--- config.mk ---
export PLATFORM = sky130hd
export DESIGN_NAME = aes_out_serializer
export DESIGN_NICKNAME = d
export VERILOG_FILES = /design/src/rtl/aes_pkg.sv /design/src/rtl/aes_blk_fifo.sv /design/src/rtl/aes_out_serializer.sv
export SDC_FILE = /design/constraint.sdc
export NUM_CORES = 1
export LEC_CHECK = 0
export ABC_AREA = 1
export CORE_MARGIN = 3
export CORE_UTILIZATION = 30
export DETAILED_ROUTE_END_ITERATION = 10
export GPL_TIMING_DRIVEN = 0
export SYNTH_ARGS = -nofsm -noshare
export SYNTH_HDL_FRONTEND = slang
export SYNTH_SLANG_ARGS = --single-unit
export TNS_END_PERCENT = 20
--- constraint.sdc ---
create_clock -name AES_clk -period 8.5 [get_ports AES_clk]
set_input_delay 1.7 -clock AES_clk [delete_from_list [all_inputs] [get_ports AES_clk]]
set_output_delay 1.7 -clock AES_clk [all_outputs]
set_load 0.02 [all_outputs]
--- src/rtl/aes_pkg.sv ---
// ----------------------------------------------------------------------------
// aes_pkg
// Shared widths, types and small helpers for the AES datapath blocks.
//   aes_block_t : one 128-bit AES block
//   aes_word_t  : one 32-bit bus word
//   aes_widx_t  : index of a word within a block (0 = most significant)
// ----------------------------------------------------------------------------
package aes_pkg;

    localparam int AES_BLOCK_W       = 128;
    localparam int AES_WORD_W        = 32;
    localparam int AES_WORDS_PER_BLK = 4;

    typedef logic [AES_BLOCK_W-1:0]               aes_block_t;
    typedef logic [AES_WORD_W-1:0]                aes_word_t;
    typedef logic [$clog2(AES_WORDS_PER_BLK)-1:0] aes_widx_t;

    // Word idx of a block, most significant word first.
    function automatic aes_word_t aes_word_sel(input aes_block_t blk, input aes_widx_t idx);
        aes_word_t w;
        case (idx)
            2'd0:    w = blk[127:96];
            2'd1:    w = blk[95:64];
            2'd2:    w = blk[63:32];
            default: w = blk[31:0];
        endcase
        return w;
    endfunction

    // Reverse the byte order of a word for little-endian consumers.
    function automatic aes_word_t aes_byte_swap(input aes_word_t w);
        return {w[7:0], w[15:8], w[23:16], w[31:24]};
    endfunction

endpackage

--- src/rtl/aes_blk_fifo.sv ---
// ----------------------------------------------------------------------------
// aes_blk_fifo
// Generic DEPTH x 128-bit register FIFO. Usable on either side of the AES core.
// A push while full is accepted only if a pop happens on the same edge.
// Ports:
//   clk, rst_n   : clock, asynchronous active-low reset
//   push         : write push_data at the tail (ignored when full and not popping)
//   push_data    : block to write
//   pop          : release the head (ignored when empty)
//   head         : block at the head (don't-care when empty)
//   full, empty  : occupancy flags
//   level        : number of blocks held
// ----------------------------------------------------------------------------
module aes_blk_fifo
    import aes_pkg::*;
#(
    parameter int DEPTH = 2,
    parameter int CNT_W = $clog2(DEPTH) + 1
) (
    input  logic             clk,
    input  logic             rst_n,
    input  logic             push,
    input  logic [127:0]     push_data,
    input  logic             pop,
    output logic [127:0]     head,
    output logic             full,
    output logic             empty,
    output logic [CNT_W-1:0] level
);

    localparam int PTR_W = $clog2(DEPTH);

    aes_block_t       mem [DEPTH];
    logic [PTR_W-1:0] wr_ptr;
    logic [PTR_W-1:0] rd_ptr;
    logic [CNT_W-1:0] count;
    logic             push_ok;
    logic             pop_ok;

    assign full    = (count == CNT_W'(DEPTH));
    assign empty   = (count == '0);
    assign pop_ok  = pop && !empty;
    assign push_ok = push && (!full || pop_ok);
    assign head    = mem[rd_ptr];
    assign level   = count;

    // NOTE: the storage array has no reset; nothing reads a slot before it has
    // been written, because the empty flag gates every consumer of head.
    always_ff @(posedge clk) begin
        if (push_ok) begin
            mem[wr_ptr] <= push_data;
        end
    end

    // NOTE: state registers use non-blocking assignments so every flop samples
    // the pre-edge values of its neighbours, independent of statement order.
    always_ff @(posedge clk or negedge rst_n) begin
        if (!rst_n) begin
            wr_ptr <= '0;
            rd_ptr <= '0;
            count  <= '0;
        end else begin
            // DEPTH is a power of two, so the pointers wrap naturally.
            if (push_ok) wr_ptr <= wr_ptr + 1'b1;
            if (pop_ok)  rd_ptr <= rd_ptr + 1'b1;
            case ({push_ok, pop_ok})
                2'b10:   count <= count + 1'b1;
                2'b01:   count <= count - 1'b1;
                default: count <= count;
            endcase
        end
    end

endmodule

--- src/rtl/aes_out_serializer.sv ---
// ----------------------------------------------------------------------------
// aes_out_serializer
// Buffers 128-bit AES results and streams them out as 32-bit words,
// most significant word first, over a valid/ready handshake.
// Optional build macro AES_OUT_BYTESWAP_EN: byte-reverse each output word.
// Ports:
//   AES_clk, AES_rst_n  : clock, asynchronous active-low reset
//   AES_data_out_valid  : single-cycle strobe from the core
//   AES_data_out        : result block, sampled only on the strobe edge
//   out_data/out_valid  : current word and its valid (zero when empty)
//   out_ready           : consumer accepts the word
//   out_last            : current word is the last of its block
//   ovf_clr             : synchronous clear of ovf
//   ovf                 : sticky, a block was dropped because the buffer was full
//   level               : blocks held, including one partially sent
// ----------------------------------------------------------------------------
module aes_out_serializer
    import aes_pkg::*;
#(
    parameter int DEPTH = 2,
    parameter int CNT_W = $clog2(DEPTH) + 1
) (
    input  logic             AES_clk,
    input  logic             AES_rst_n,
    input  logic             AES_data_out_valid,
    input  logic [127:0]     AES_data_out,
    output logic [31:0]      out_data,
    output logic             out_valid,
    input  logic             out_ready,
    output logic             out_last,
    input  logic             ovf_clr,
    output logic             ovf,
    output logic [CNT_W-1:0] level
);

    localparam aes_widx_t LAST_WIDX = aes_widx_t'(AES_WORDS_PER_BLK - 1);

    aes_block_t head;
    logic       full;
    logic       empty;
    aes_widx_t  widx;
    logic       xfer;
    logic       pop;
    logic       drop;
    aes_word_t  sel_word;
    aes_word_t  out_word;

    assign out_valid = !empty;
    assign xfer      = out_valid && out_ready;
    assign pop       = xfer && (widx == LAST_WIDX);
    // A full buffer still takes the block when its head leaves on the same edge.
    assign drop      = AES_data_out_valid && full && !pop;

    aes_blk_fifo #(
        .DEPTH (DEPTH),
        .CNT_W (CNT_W)
    ) u_fifo (
        .clk       (AES_clk),
        .rst_n     (AES_rst_n),
        .push      (AES_data_out_valid),
        .push_data (AES_data_out),
        .pop       (pop),
        .head      (head),
        .full      (full),
        .empty     (empty),
        .level     (level)
    );

    always_ff @(posedge AES_clk or negedge AES_rst_n) begin
        if (!AES_rst_n) begin
            widx <= '0;
            ovf  <= 1'b0;
        end else begin
            // Index wraps 3 -> 0 exactly when the head is popped.
            if (xfer) widx <= widx + 1'b1;
            // A new drop outranks a clear on the same edge.
            if (drop)         ovf <= 1'b1;
            else if (ovf_clr) ovf <= 1'b0;
        end
    end

    assign sel_word = aes_word_sel(head, widx);

`ifdef AES_OUT_BYTESWAP_EN
    assign out_word = aes_byte_swap(sel_word);
`else
    assign out_word = sel_word;
`endif

    assign out_data = out_valid ? out_word : '0;
    assign out_last = out_valid && (widx == LAST_WIDX);

endmodule

* Word level (Yosys, flattened, before mapping)
Memories as Yosys holds them, arrays and structs flattened.
Index checks and enable logic that the tools add are counted.
** Storage, ports and cells
- Memories :: 1
- Word-level logic and storage cells :: 39
- Bits of input ports :: 133
- Memory bits (writable) :: 256
- Output and inout bits :: 37
- Bits in registers :: 7
** Cells by class
- Reductions and logical operators :: 15
- Add/subtract/negate cells :: 5
- Equality and inequality tests :: 6
- Mux-type cells :: 7
** Memories
- u_fifo.mem :: words 2, bits a word 128, rd ports 1, clocked after memory_dff 0, write ports 1, line aes_blk_fifo.sv:33 : aes_block_t mem [DEPTH];
** Operator list (number)
- $pmux 32 s3 :: 1
- $mux 32 :: 1
- $eq 2x2->1 const B :: 4
- $logic_and 1x1->1 :: 7
- $add 2x1->2 const B :: 2
- $eq 2x1->1 const B :: 2
- $logic_not 2->1 :: 2
- $mux 1 :: 4
- $pmux 2 s2 :: 1
- $reduce_bool 2->1 :: 2
- $logic_not 1->1 :: 3
- $add 1x1->1 const B :: 2
- $sub 2x1->2 const B :: 1
- $logic_or 1x1->1 :: 1

* Longest topological paths before layout
Gate-level depths: netlist of the first run.
- Word-level depth :: 9
- Gate-level depth with buffers :: 8
- Depth with buffers taken out :: 8

* By module
A second synthesis of the first run with hierarchy kept.
** Unflattened totals
- Cells, all modules :: 1001
- Area total of the unflattened synthesis :: 10914.2 um2
** Modules (own cells, without submodules)
- aes_blk_fifo :: cells an instance 700, area each 9542.9 um2, instances 1, sequential area each 7787.5 um2
- aes_out_serializer :: cells an instance 301, area each 1371.3 um2, instances 1, sequential area each 75.1 um2

* Worst setup path before layout of the first run
OpenSTA, ideal clock, no wires.
- Path type :: input-to-reg
- From :: input out_ready
- To :: memory u_fifo.mem[1][0] (netlist bit) (enable)
- Slack :: 0.629 ns
- Data required time :: 7.883 ns
- Path buffers :: 0
- Library setup time :: 0.617 ns
- Stages on the path :: 4
- Arrival :: 7.254 ns
- Cell sequence :: nand2_2 > nand3_2 > nand2_1 > nor2_1
** Between the ends
- Word-level cells in the longest chain between the ends :: 7
** Ends and longest elaborated chain
- start, declared :: line aes_out_serializer.sv:29 : input logic out_ready,
- $logic_and 1x1->1 :: line aes_out_serializer.sv:49 : assign xfer = out_valid && out_ready;
- $logic_and 1x1->1 :: line aes_out_serializer.sv:50 : assign pop = xfer && (widx == LAST_WIDX);
- $logic_and 1x1->1 :: line aes_blk_fifo.sv:42 : assign pop_ok = pop && !empty;
- $logic_or 1x1->1 :: line aes_blk_fifo.sv:43 : assign push_ok = push && (!full || pop_ok);
- $logic_and 1x1->1 :: line aes_blk_fifo.sv:43
- $mux 1 :: line aes_blk_fifo.sv:50 : if (push_ok) begin
- $mux 1 (not written as such) :: line aes_blk_fifo.sv:51 : mem[wr_ptr] <= push_data;
- end, declared :: line aes_blk_fifo.sv:33
No other way between the ends.

* Worst setup path after layout of the first run
- From :: register widx[0]
- To :: output out_data[14]
** Between the ends
- Word-level cells in the longest chain between the ends :: 3
- Elaborated cells between the ends (all ways) :: 5
- Those cells by class :: 2 x eq/ne; 2 x mux; 1 x reduce/logical
** Ends and longest elaborated chain
- start, declared :: line aes_out_serializer.sv:41 : aes_widx_t widx;
- start signal, assigned :: line aes_out_serializer.sv:75 : if (xfer) widx <= widx + 1'b1;
- $eq 2x2->1, or another cell as far along :: line aes_pkg.sv:21 : case (idx)
- $pmux 32 s3 * :: line aes_pkg.sv:21
- $mux 32 * :: line aes_out_serializer.sv:90 : assign out_data = out_valid ? out_word : '0;
- end, declared :: line aes_out_serializer.sv:27 : output logic [31:0] out_data,
Mark *: on every way between the ends. The rest lies on a longest branch, timed or not.

==> results of run 1 <==
## cells in the mapped netlist, drive strengths merged
library cell,number
nand4,1
edfxtp,256
nand2,271
nand3,102
o22ai,1
nor2,4
inv,12
dfrtp,7
a21oi,97
ha,5
clkbuf,3
xor2,2
buf,42
## worst min path at each step
stage / startpoint / to / slack, ns / depth (start not counted)
after floorplan: u_fifo.wr_ptr / u_fifo.wr_ptr / 0.44 / 2
after global placement: u_fifo.wr_ptr / u_fifo.wr_ptr / 0.45 / 2
after detailed placement: u_fifo.wr_ptr / u_fifo.wr_ptr / 0.47 / 2
after CTS: u_fifo.wr_ptr / u_fifo.wr_ptr / 0.49 / 2
after global routing: u_fifo.wr_ptr / u_fifo.wr_ptr / 0.51 / 2
final: u_fifo.wr_ptr / u_fifo.wr_ptr / 0.49 / 2
## per-layer routing
metal | GRT usage [%] | wire length [um] | vias to the layer above
li1 | - | - | 3268
met1 | 20.5 | 12400 | 3354
met2 | 24.4 | 13300 | 231
met3 | 2.57 | 1780 | 47
met4 | 4.60 | 722 | 0
met5 | 0 | 0 | -
## sequential cells by signal (all words and copies together), names as in the netlist
name           count
ovf                1
u_fifo.level       2
u_fifo.mem       256
u_fifo.rd_ptr      1
u_fifo.wr_ptr      1
widx               2
## cell families after synthesis
family,Yosys count
xor gates and xnor gates,2
adders and majority gates,5
and+or+nand+nor,378
AOI/OAI and AO/OA,98
buffers and inverters,57
DFF,263
## worst max-delay path: stages (launching register included)
cell and delay [ns]:
sky130_fd_sc_hd__dfrtp_1 0.42, sky130_fd_sc_hd__inv_1 0.13, sky130_fd_sc_hd__ha_1 0.16, sky130_fd_sc_hd__buf_4 0.19, sky130_fd_sc_hd__buf_2 0.34, sky130_fd_sc_hd__a21oi_1 0.12, sky130_fd_sc_hd__nand3_1 0.09, sky130_fd_sc_hd__nand2_1 0.06
sky130_fd_sc_hd__a21oi_1 0.20, sky130_fd_sc_hd__clkdlybuf4s50_1 0.68
## power by group
group	switching (mW)	total [mW]	leakage (nW)	internal, mW
logic	1.41	2.21	2.03	0.797
registers	0.0790	1.86	2.45	1.78
clock network	0.486	1.22	0.456	0.738
## cell type report
| cell class | count | share of cell area (%) |
|---|---|---|
| antenna | 2 | 0.0364 |
| buffer | 45 | 2.18 |
| clock buffer | 32 | 5.37 |
| clock inverter | 19 | 1.40 |
| inverter | 12 | 0.364 |
| multi-input combinational | 483 | 16.0 |
| sequential | 263 | 57.2 |
| tap | 448 | 4.08 |
| timing repair buffer | 175 | 13.4 |
## cell usage in the layout, fill, tap and decap left out, drive strengths merged, types with 4 or more instances in the layout
master,instances
a21oi,97
buf,48
bufinv,4
clkbuf,35
clkdlybuf4s50,169
clkinv,14
dfrtp,7
edfxtp,256
ha,5
inv,12
nand2,271
nand3,102
nor2,4
## through the flow
step           instances  setup WS, ns  power, mW
2_1_floorplan        803         0.629       3.16
3_3_place_gp        1420         -3.57       4.14
3_5_place_dp        1426          4.29       4.13
4_1_cts             1477          3.77       5.37
5_1_grt             1479          3.68       5.61
6_report            1479          3.86       5.29
==> metrics.txt, run 1 <==
Worst Hold Slack=0.491 ns; Initial DRC Count=463; total number of nets in the final design=1146; multiplexer fraction of the synthesized cell area=0%; Worst Clk Skew=0.00868 ns; initial antenna violation count=2; gr ovfl total=0; time the worst path needs with I/O delays and setup=4.64 ns; effective utilization at floorplan=30.7%; final clock period utilization by the worst path=54.6%; top cells by area in the synthesized netlist=sky130_fd_sc_hd__edfxtp_1, sky130_fd_sc_hd__nand2_1, sky130_fd_sc_hd__nand3_1; detailed-route wire length per cell=19.1 um; mean post-synth cell area=12.9 um^2; final instance area=13700 um^2; Port Buf Inserts=169; clock tree buffer depth=3; proportion of layout cells with a drive suffix above 1=10.5%; count of max-cap constraint violations=0; reg2reg end=u_fifo.mem[1][79]; number of fill cells in the layout=3213; leakage power of the design=4.94 nW; die area=36900 um^2; Setup Buffers After CTS=0; Avg Vias per Cell=4.67; total wirelength of the detailed-routed design=28200 um; flip-flop and latch area=7860 um^2; measured slew at the worst slew-check pin=0.784 ns; RSZ-0062 raised after global routing=false; HPWL after detailed placement=18800 um; Die Span X=192 um; vias after detailed routing=6900; total standard cell area after synthesis=10400 um^2; clock sinks=263; Worst EP required=6.80 ns; number of search-and-repair iterations in the first detailed-routing pass=7; area fraction in compound gates after synthesis=5.06%; fraction of the yosys area taken by sequential cells=75.6%; clock network latency to the later pin of the worst-skew pair=0.54 ns; core footprint=33900 um^2; Final GP Congestion=0.747; number of slew-limit violations in the final report=0; final-layout setup total negative slack=0 ns; Setup-failing EPs final=0; number of buffers inserted for hold repair after clock tree synthesis=0; CTS clk-pin slew, worst paths=0.06 ns; TritonCTS clock tree=yes; DRC viols=0; flop and latch count out of synthesis=263; critical path startpoint=widx[0]; largest area contributor in the netlist=sky130_fd_sc_hd__edfxtp_1; utilization after layout=40.6%; cell count of the worst reg-to-reg path=10; footprint of the multi-input gates=2190 um^2; share of synthesized cell area in full adder, half adder and majority cells=0.602%; FMAX=215 MHz; Rel. slew slack=47.7%; cell at the root of the clock tree=sky130_fd_sc_hd__clkbuf_16; outcome=finished, final reports clean; Worst Path Arrival=2.94 ns; Max IR drop VDD=0.000207 V; standard cell area after detailed placement=12800 um^2; worst setup path category=flip-flop to output port; largest family of logic cells by synthesized area=simple AND/OR/NAND/NOR gates; Synth Net Count=941; number of H-tree levels=1; CP Capture Type=output port; crit start category=flip-flop; count of warnings emitted by yosys=0; total track usage=15.0%; simple logic cell fraction of the synthesized area=15.2%; I/O pins=170; Chip Height=192 um; largest driver fanout on the critical path=10; wire length of the first global-routing pass=41700 um; TritonCTS Buffers=28; synthesized netlist cell count=803; row cnt=67; share of the synthesized netlist area taken by xor and xnor gates=0.169%; CTS-repair resized insts=0; launch instance of the worst register-to-register path=widx[0]; Worst Setup EP=out_data[14]; residual antenna-violating net count after detailed routing=0; proportion of netlist area held by the largest area contributor=74.0%; Layout area overhead=32.2%; hold violation total from the final report=0; maximum number of pins on one net before global-route repair=70; number of distinct library cells after synthesis=21; power per cell area=385 nW/um^2; vias in the first global route=6985; classification of the worst-slack hold path=flip-flop to flip-flop; minimum setup slack among reg-to-reg paths=5.79 ns
Note: power is estimated with default switching activity, not from simulation.
==> inputs of run 2 (changes only) <==
clock period = 4.49 ns   (was 8.5 ns; I/O delays follow)
==> run 2 against run 1 <==
Net effect: worst setup slack lost 3.3 ns; first-iteration DRC count fell by 9.9%; cell area grew 0.30%; final cell count grew 0.14%; flip-flop and latch count did not move; sequential power up 89%; routed wire length about the same; clock skew up 0.0068 ns.
==> metrics.txt, run 2 (synthesis results as in run 1) <==
CTS clk-pin slew, worst paths=0.06 ns (about the same); max FFs per register=256 (unchanged); clock network latency to the later pin of the worst-skew pair=0.56 ns (+0.02 ns); cell at the root of the clock tree=sky130_fd_sc_hd__clkbuf_16; core footprint=33900 um^2 (unchanged); post-placement worst setup slack=1.12 ns (-3.17 ns); largest driver fanout on the critical path=10 (unchanged); time the worst path needs with I/O delays and setup=3.93 ns; Layout Cells excl Fill=1481 (+0.14%); number of cells after detailed placement=1425 (-0.070%); clock tree buffer depth=3 (unchanged); crit start category=flip-flop; commonest cells after routing, fill and taps aside=sky130_fd_sc_hd__nand2_1, sky130_fd_sc_hd__edfxtp_1, sky130_fd_sc_hd__clkdlybuf4s50_1; classification of the worst-slack hold path=flip-flop to flip-flop; largest reg by FF count=u_fifo.mem; detailed route wirelength on metal3=1970 um (+11%); proportion of layout cells with a drive suffix above 1=11.1% (+0.56 points); RSZ-0062 raised after global routing=false; initial antenna violation count=5 (+3); CTS-repair resized insts=0 (unchanged); Initial DRC Count=417 (-9.9%); total number of nets in the final design=1146 (unchanged); HPWL after detailed placement=18700 um (-0.60%); Worst Clk Skew=0.0155 ns (+0.00679 ns); leading cell type in the layout, fill and taps excluded=sky130_fd_sc_hd__nand2_1; row cnt=67 (unchanged); Worst EP required=3.59 ns (-3.21 ns); worst setup path category=flip-flop to output port; Final GP Congestion=0.743 (-0.55%); setup slack after layout=0.556 ns (-3.30 ns); Port Buf Inserts=169 (unchanged); Power Total=10.1 mW (+91%); total track usage=15.1% (+0.16 points); gr ovfl total=0 (unchanged); Avg Vias per Cell=4.64 (-0.61%); leakage power of the design=4.95 nW (+0.34%); top routing layer used=met5; DRC viols=0 (unchanged); power per cell area=735 nW/um^2 (+91%); Setup Buffers After CTS=0 (unchanged); residual antenna-violating net count after detailed routing=0 (unchanged); count of max-cap constraint violations=0 (unchanged); TritonCTS Buffers=29 (+3.6%); hold violation total from the final report=0 (unchanged); TritonCTS clock tree=yes; Worst Hold Slack=0.475 ns (-0.0159 ns); Setup-failing EPs final=0 (unchanged); number of search-and-repair iterations in the first detailed-routing pass=4 (-3); detailed-route wire length per cell=19.0 um (about the same); die area=36900 um^2 (unchanged); I/O pins=170 (unchanged); Layout area overhead=32.6%; cell count of the worst reg-to-reg path=9 (-1); final-layout setup total negative slack=0 ns (unchanged); Rel. slew slack=46.0% (-1.7 points); CP Capture Type=output port; number of buffers inserted for hold repair after clock tree synthesis=0 (unchanged); minimum setup slack among reg-to-reg paths=1.81 ns (-3.98 ns); measured slew at the worst slew-check pin=0.808 ns (+0.0243 ns); vias in the first global route=7158 (+2.5%); wire length the detailed router placed on met1=11900 um (-3.7%); utilization after layout=40.7% (+0.12 points); number of H-tree levels=1 (unchanged); Hold Path Cell Cnt=2 (unchanged); final clock period utilization by the worst path=87.6%; number of fill cells in the layout=3217 (+0.12%); Worst Path Arrival=3.04 ns (+0.10 ns); standard cell area after detailed placement=12800 um^2 (-0.27%); outcome=finished, final reports clean; total wirelength of the detailed-routed design=28200 um (about the same); footprint of the multi-input gates=2190 um^2 (unchanged); maximum number of pins on one net before global-route repair=68 (-2.9%); wire length of the first global-routing pass=42200 um (+1.3%); FMAX=254 MHz; vias after detailed routing=6867 (-0.48%); Die Span X=192 um (unchanged); Max IR drop VDD=0.000449 V (+120%); Chip Height=192 um (unchanged); number of slew-limit violations in the final report=0 (unchanged); flip-flop and latch area=7860 um^2 (unchanged); final instance area=13800 um^2 (+0.30%); effective utilization at floorplan=30.7% (unchanged); Met2 Routed Length=13500 um (+1.7%); clock sinks=263 (unchanged)
-- run 2: cell types whose count changed in the layout (fill, tap and decap cells not counted) --
cell / before / now
sky130_fd_sc_hd__clkinv_1: 7 / 5
sky130_fd_sc_hd__clkinvlp_4: 1 / 3
sky130_fd_sc_hd__clkbuf_1: 6 / 4
sky130_fd_sc_hd__buf_12: 3 / 4
sky130_fd_sc_hd__inv_6: 1 / 3
sky130_fd_sc_hd__buf_16: 3 / 1
sky130_fd_sc_hd__bufinv_16: 4 / 5
sky130_fd_sc_hd__clkinv_4: 1 / 2
sky130_fd_sc_hd__inv_16: 0 / 1
-- run 2: worst max-delay path, cell delays in order, from the launching register on --
cell,delay [ns]
sky130_fd_sc_hd__dfrtp_1,0.41
sky130_fd_sc_hd__inv_1,0.13
sky130_fd_sc_hd__ha_1,0.15
sky130_fd_sc_hd__buf_4,0.19
sky130_fd_sc_hd__buf_2,0.38
sky130_fd_sc_hd__a21oi_1,0.14
sky130_fd_sc_hd__nand3_1,0.10
sky130_fd_sc_hd__nand2_1,0.08
sky130_fd_sc_hd__a21oi_1,0.23
sky130_fd_sc_hd__clkdlybuf4s50_1,0.66
-- run 2: where the power goes --
part / internal (mW) / leakage (nW) / switching, mW / total, mW
Sequential: 3.36 / 2.45 / 0.152 / 3.52
Clock: 1.48 / 0.488 / 0.985 / 2.46
Combinational: 1.49 / 2.01 / 2.66 / 4.14
Total: 6.33 / 4.95 / 3.79 / 10.1
-- run 2: metal layers --
metal	vias to the layer above	GRT usage (%)
li1	3271	-
met5	-	0
met2	210	25.1
met3	56	3.19
met1	3324	19.9
met4	6	4.85
-- run 2: cell type report --
class	instances	area share [%]
diodes	2	0.0363
plain buffers	45	2.17
clock buffers	30	5.29
clock inverters	24	2.01
inverters	12	0.363
multi-input cells	483	15.9
flip-flops and latches	263	57.1
well taps	448	4.07
repair buffers	174	13.1
-- run 2: final timing paths --
check / from / endpoint
max: widx[0] / out_data[21]
min: u_fifo.wr_ptr / u_fifo.wr_ptr
max reg2reg: widx[1] / u_fifo.mem[1][40]
min reg2reg: u_fifo.wr_ptr / u_fifo.wr_ptr
max in group asynchronous: AES_rst_n / u_fifo.level[0]
min in group asynchronous: AES_rst_n / u_fifo.level[1]
==> inputs of run 3 (changes only) <==
SYNTH_HIERARCHICAL = 1   (was not set)
==> run 3 against run 2 <==
Net effect: sequential share of layout area is 2.5 points lower; highest routed layer unchanged; synthesized area is 5.0% higher; synthesized cell count is 25% higher; clock power is 3% lower; global-route usage is 0.52 points lower; non-clock buffer count is 6 higher; core utilization is 0.39 points lower; worst setup slack better by 0.12 ns; fmax is 3.1% higher; die area is 4.8% higher; hold slack better by 0.0095 ns; count of clock-buffer cells in the layout is 15 higher.
==> metrics.txt, run 3 <==
outcome=finished, final reports clean; Worst Path Arrival=2.92 ns (-0.12 ns); top cells by area in the synthesized netlist=sky130_fd_sc_hd__edfxtp_1, sky130_fd_sc_hd__nand2_1, sky130_fd_sc_hd__nor2_1; clock tree buffer depth=3 (unchanged); largest area contributor in the netlist=sky130_fd_sc_hd__edfxtp_1; Die Span X=197 um (+2.4%); count of max-cap constraint violations=0 (unchanged); flop and latch count out of synthesis=263 (unchanged); row cnt=69 (+3.0%); residual antenna-violating net count after detailed routing=0 (unchanged); max FFs per register=256 (unchanged); fraction of registers with async set/reset=2.66% (unchanged); TritonCTS clock tree=yes; count of buffering cells on the critical path with inverters included=3 (-1); CTS clk-pin slew, worst paths=0.06 ns (about the same); leakage power of the design=5.86 nW (+18%); hold violation total from the final report=0 (unchanged); FMAX=262 MHz (+3.1%); commonest cells after routing, fill and taps aside=sky130_fd_sc_hd__nand2_1, sky130_fd_sc_hd__edfxtp_1, sky130_fd_sc_hd__clkdlybuf4s50_1; Port Buf Inserts=169 (unchanged); Final GP Congestion=0.793 (+6.8%); power per cell area=711 nW/um^2 (-3.3%); worst min-delay path startpoint=ovf; vias after detailed routing=7348 (+7.0%); measured slew at the worst slew-check pin=0.568 ns (-0.240 ns); DRC viols=0 (unchanged); CTS-repair resized insts=0 (unchanged); Power Total=10.2 mW (+1.1%); final-layout setup total negative slack=0 ns (unchanged); total wirelength of the detailed-routed design=28700 um (+1.9%); count leader, synth=sky130_fd_sc_hd__nand2_1; synthesized netlist cell count=1001 (+25%); Worst Hold Slack=0.484 ns (+0.00953 ns); Layout Cells excl Fill=1699 (+15%); Setup Buffers After CTS=0 (unchanged); crit start category=flip-flop; Max IR drop VDD=0.000338 V (-25%); number of cells after detailed placement=1641 (+15%); number of search-and-repair iterations in the first detailed-routing pass=5 (+1); die area=38700 um^2 (+4.8%); critical path startpoint=widx[1]; launch instance of the worst register-to-register path=u_fifo/level[0]; Synth Net Count=1139 (+21%); CP Capture Type=output port; time the worst path needs with I/O delays and setup=3.82 ns (-0.119 ns); Initial DRC Count=431 (+3.4%); total number of nets in the final design=1349 (+18%); Worst EP required=3.59 ns (about the same); detailed-route wire length per cell=16.9 um (-11%); number of slew-limit violations in the final report=0 (unchanged); proportion of layout cells with a drive suffix above 1=8.68% (-2.4 points); cell at the root of the clock tree=sky130_fd_sc_hd__clkbuf_16; TritonCTS Buffers=29 (unchanged); vias in the first global route=7325 (+2.3%); cell-by-cell listing of the critical path=inv_1 -> ha_1 -> buf_6 -> nand2_1 -> nand2_1 -> nor2_1 -> nor2_1 -> clkdlybuf4s50_1; clock sinks=263 (unchanged); effective utilization at floorplan=30.5% (-0.15 points); largest incremental delay on the critical path=0.68 ns (+0.02 ns); post-placement worst setup slack=1.27 ns (+0.144 ns); cell family with most CP delay=buffers and inverters; number of H-tree levels=1 (unchanged); maximum number of pins on one net before global-route repair=32 (-53%); Setup-failing EPs final=0 (unchanged); Max stage delay cell, worst path=sky130_fd_sc_hd__clkdlybuf4s50_1; Layout area overhead=31.9%; total track usage=14.6% (-0.52 points); number of distinct library cells after synthesis=17 (-19%); gr ovfl total=0 (unchanged); RSZ-0062 raised after global routing=false; Chip Height=197 um (+2.4%); Rel. slew slack=62.0% (+16 points); final clock period utilization by the worst path=85.0% (-2.7 points); initial antenna violation count=9 (+4); number of fill cells in the layout=3476 (+8.1%); top cell types by occurrence after synthesis=sky130_fd_sc_hd__nand2_1, sky130_fd_sc_hd__edfxtp_1, sky130_fd_sc_hd__nor2_1; count of warnings emitted by yosys=6 (+6); clock network latency to the later pin of the worst-skew pair=0.54 ns (-0.02 ns); total standard cell area after synthesis=10900 um^2 (+5.0%); HPWL after detailed placement=20800 um (+11%); Worst Clk Skew=0.0159 ns (+0.000483 ns); number of buffers inserted for hold repair after clock tree synthesis=0 (unchanged); classification of the worst-slack hold path=flip-flop to flip-flop; setup slack after layout=0.675 ns (+0.119 ns); Avg Vias per Cell=4.32 (-6.7%); core footprint=35700 um^2 (+5.5%); mean post-synth cell area=10.9 um^2 (-16%); most common flop cell mapped by yosys=sky130_fd_sc_hd__edfxtp_1; largest driver fanout on the critical path=10 (unchanged); leading cell type in the layout, fill and taps excluded=sky130_fd_sc_hd__nand2_1; proportion of netlist area held by the largest area contributor=70.4% (-3.5 points); largest reg by FF count=u_fifo/mem; wire length of the first global-routing pass=43200 um (+2.3%); worst setup path category=flip-flop to output port; I/O pins=170 (unchanged); number of synthesized flops with an enable pin=256 (unchanged); fraction of the yosys area taken by sequential cells=72.0% (-3.6 points)
run 3: changes by cell type in the layout (fill, tap and decap cells not counted), sizes merged, moves of 2 or more:
cell	change
nand2	+290
a21oi	-97
nand3	-96
nor2	+63
o21ai	+33
clkbuf	+13
clkinv	-9
buf	+8
diode	+3
bufinv	-2
clkinvlp	-2
run 3: report_power, final:
group	switching, mW	internal, mW
clock	0.907	1.49
combinational	2.77	1.58
sequential	0.139	3.36
total	3.81	6.42
run 3: tightest hold or removal path, cell delays in order, from the launching register on:
cell                      delay (ns)
sky130_fd_sc_hd__dfrtp_1        0.34
sky130_fd_sc_hd__nand2_1        0.06
sky130_fd_sc_hd__nand2_1        0.06
run 3: final cells by class:
cell class / count / area, um^2 / share of cell area (%)
sequential: 263 / 7860 / 54.6
multi-input combinational: 676 / 2670 / 18.5
timing repair buffer: 179 / 1900 / 13.2
clock buffer: 45 / 866 / 6.01
tap: 461 / 577 / 4.01
buffer: 46 / 339 / 2.35
clock inverter: 8 / 118 / 0.817
inverter: 16 / 60.1 / 0.417
antenna: 5 / 12.5 / 0.0869
run 3: metal layers:
layer | global-route usage (%) | part of all wire [%]
met1 | 19.3 | 43
met2 | 23.9 | 48
met3 | 2.94 | 5.6
met4 | 5.70 | 3.5
met5 | 0 | 0.15
run 3: per-stage QoR:
stage,cell area (um^2),util (%)
3_5_place_dp,13400,37.5
2_1_floorplan,10900,-
5_1_grt,14400,40.3
3_3_place_gp,13200,36.9
4_1_cts,14400,40.3
6_report,14400,40.3
run 3: path summary, 6_finish.rpt:
check | slack, ns | end | cells after the start
max in group asynchronous | 3.59 | widx[1] | 1
min reg2reg | 0.48 | ovf | 2
min in group asynchronous | 0.63 | widx[0] | 1
max | 0.67 | out_data[16] | 8
min | 0.48 | ovf | 2
max reg2reg | 1.95 | u_fifo/mem[0][82] | 10
run 3: cells by family (layout without fill, tap and decap cells):
group	count (synthesis)	in the layout	share of synthesized area, %
adder cells (fa/ha/maj)	5	5	0.573
XOR/XNOR	3	3	0.241
AND/OR/NAND/NOR	634	634	21.9
buffers and inverters	62	294	3.66
AO/OA/AOI/OAI	34	34	1.62
flip-flops	263	263	72.0
other	0	5	0
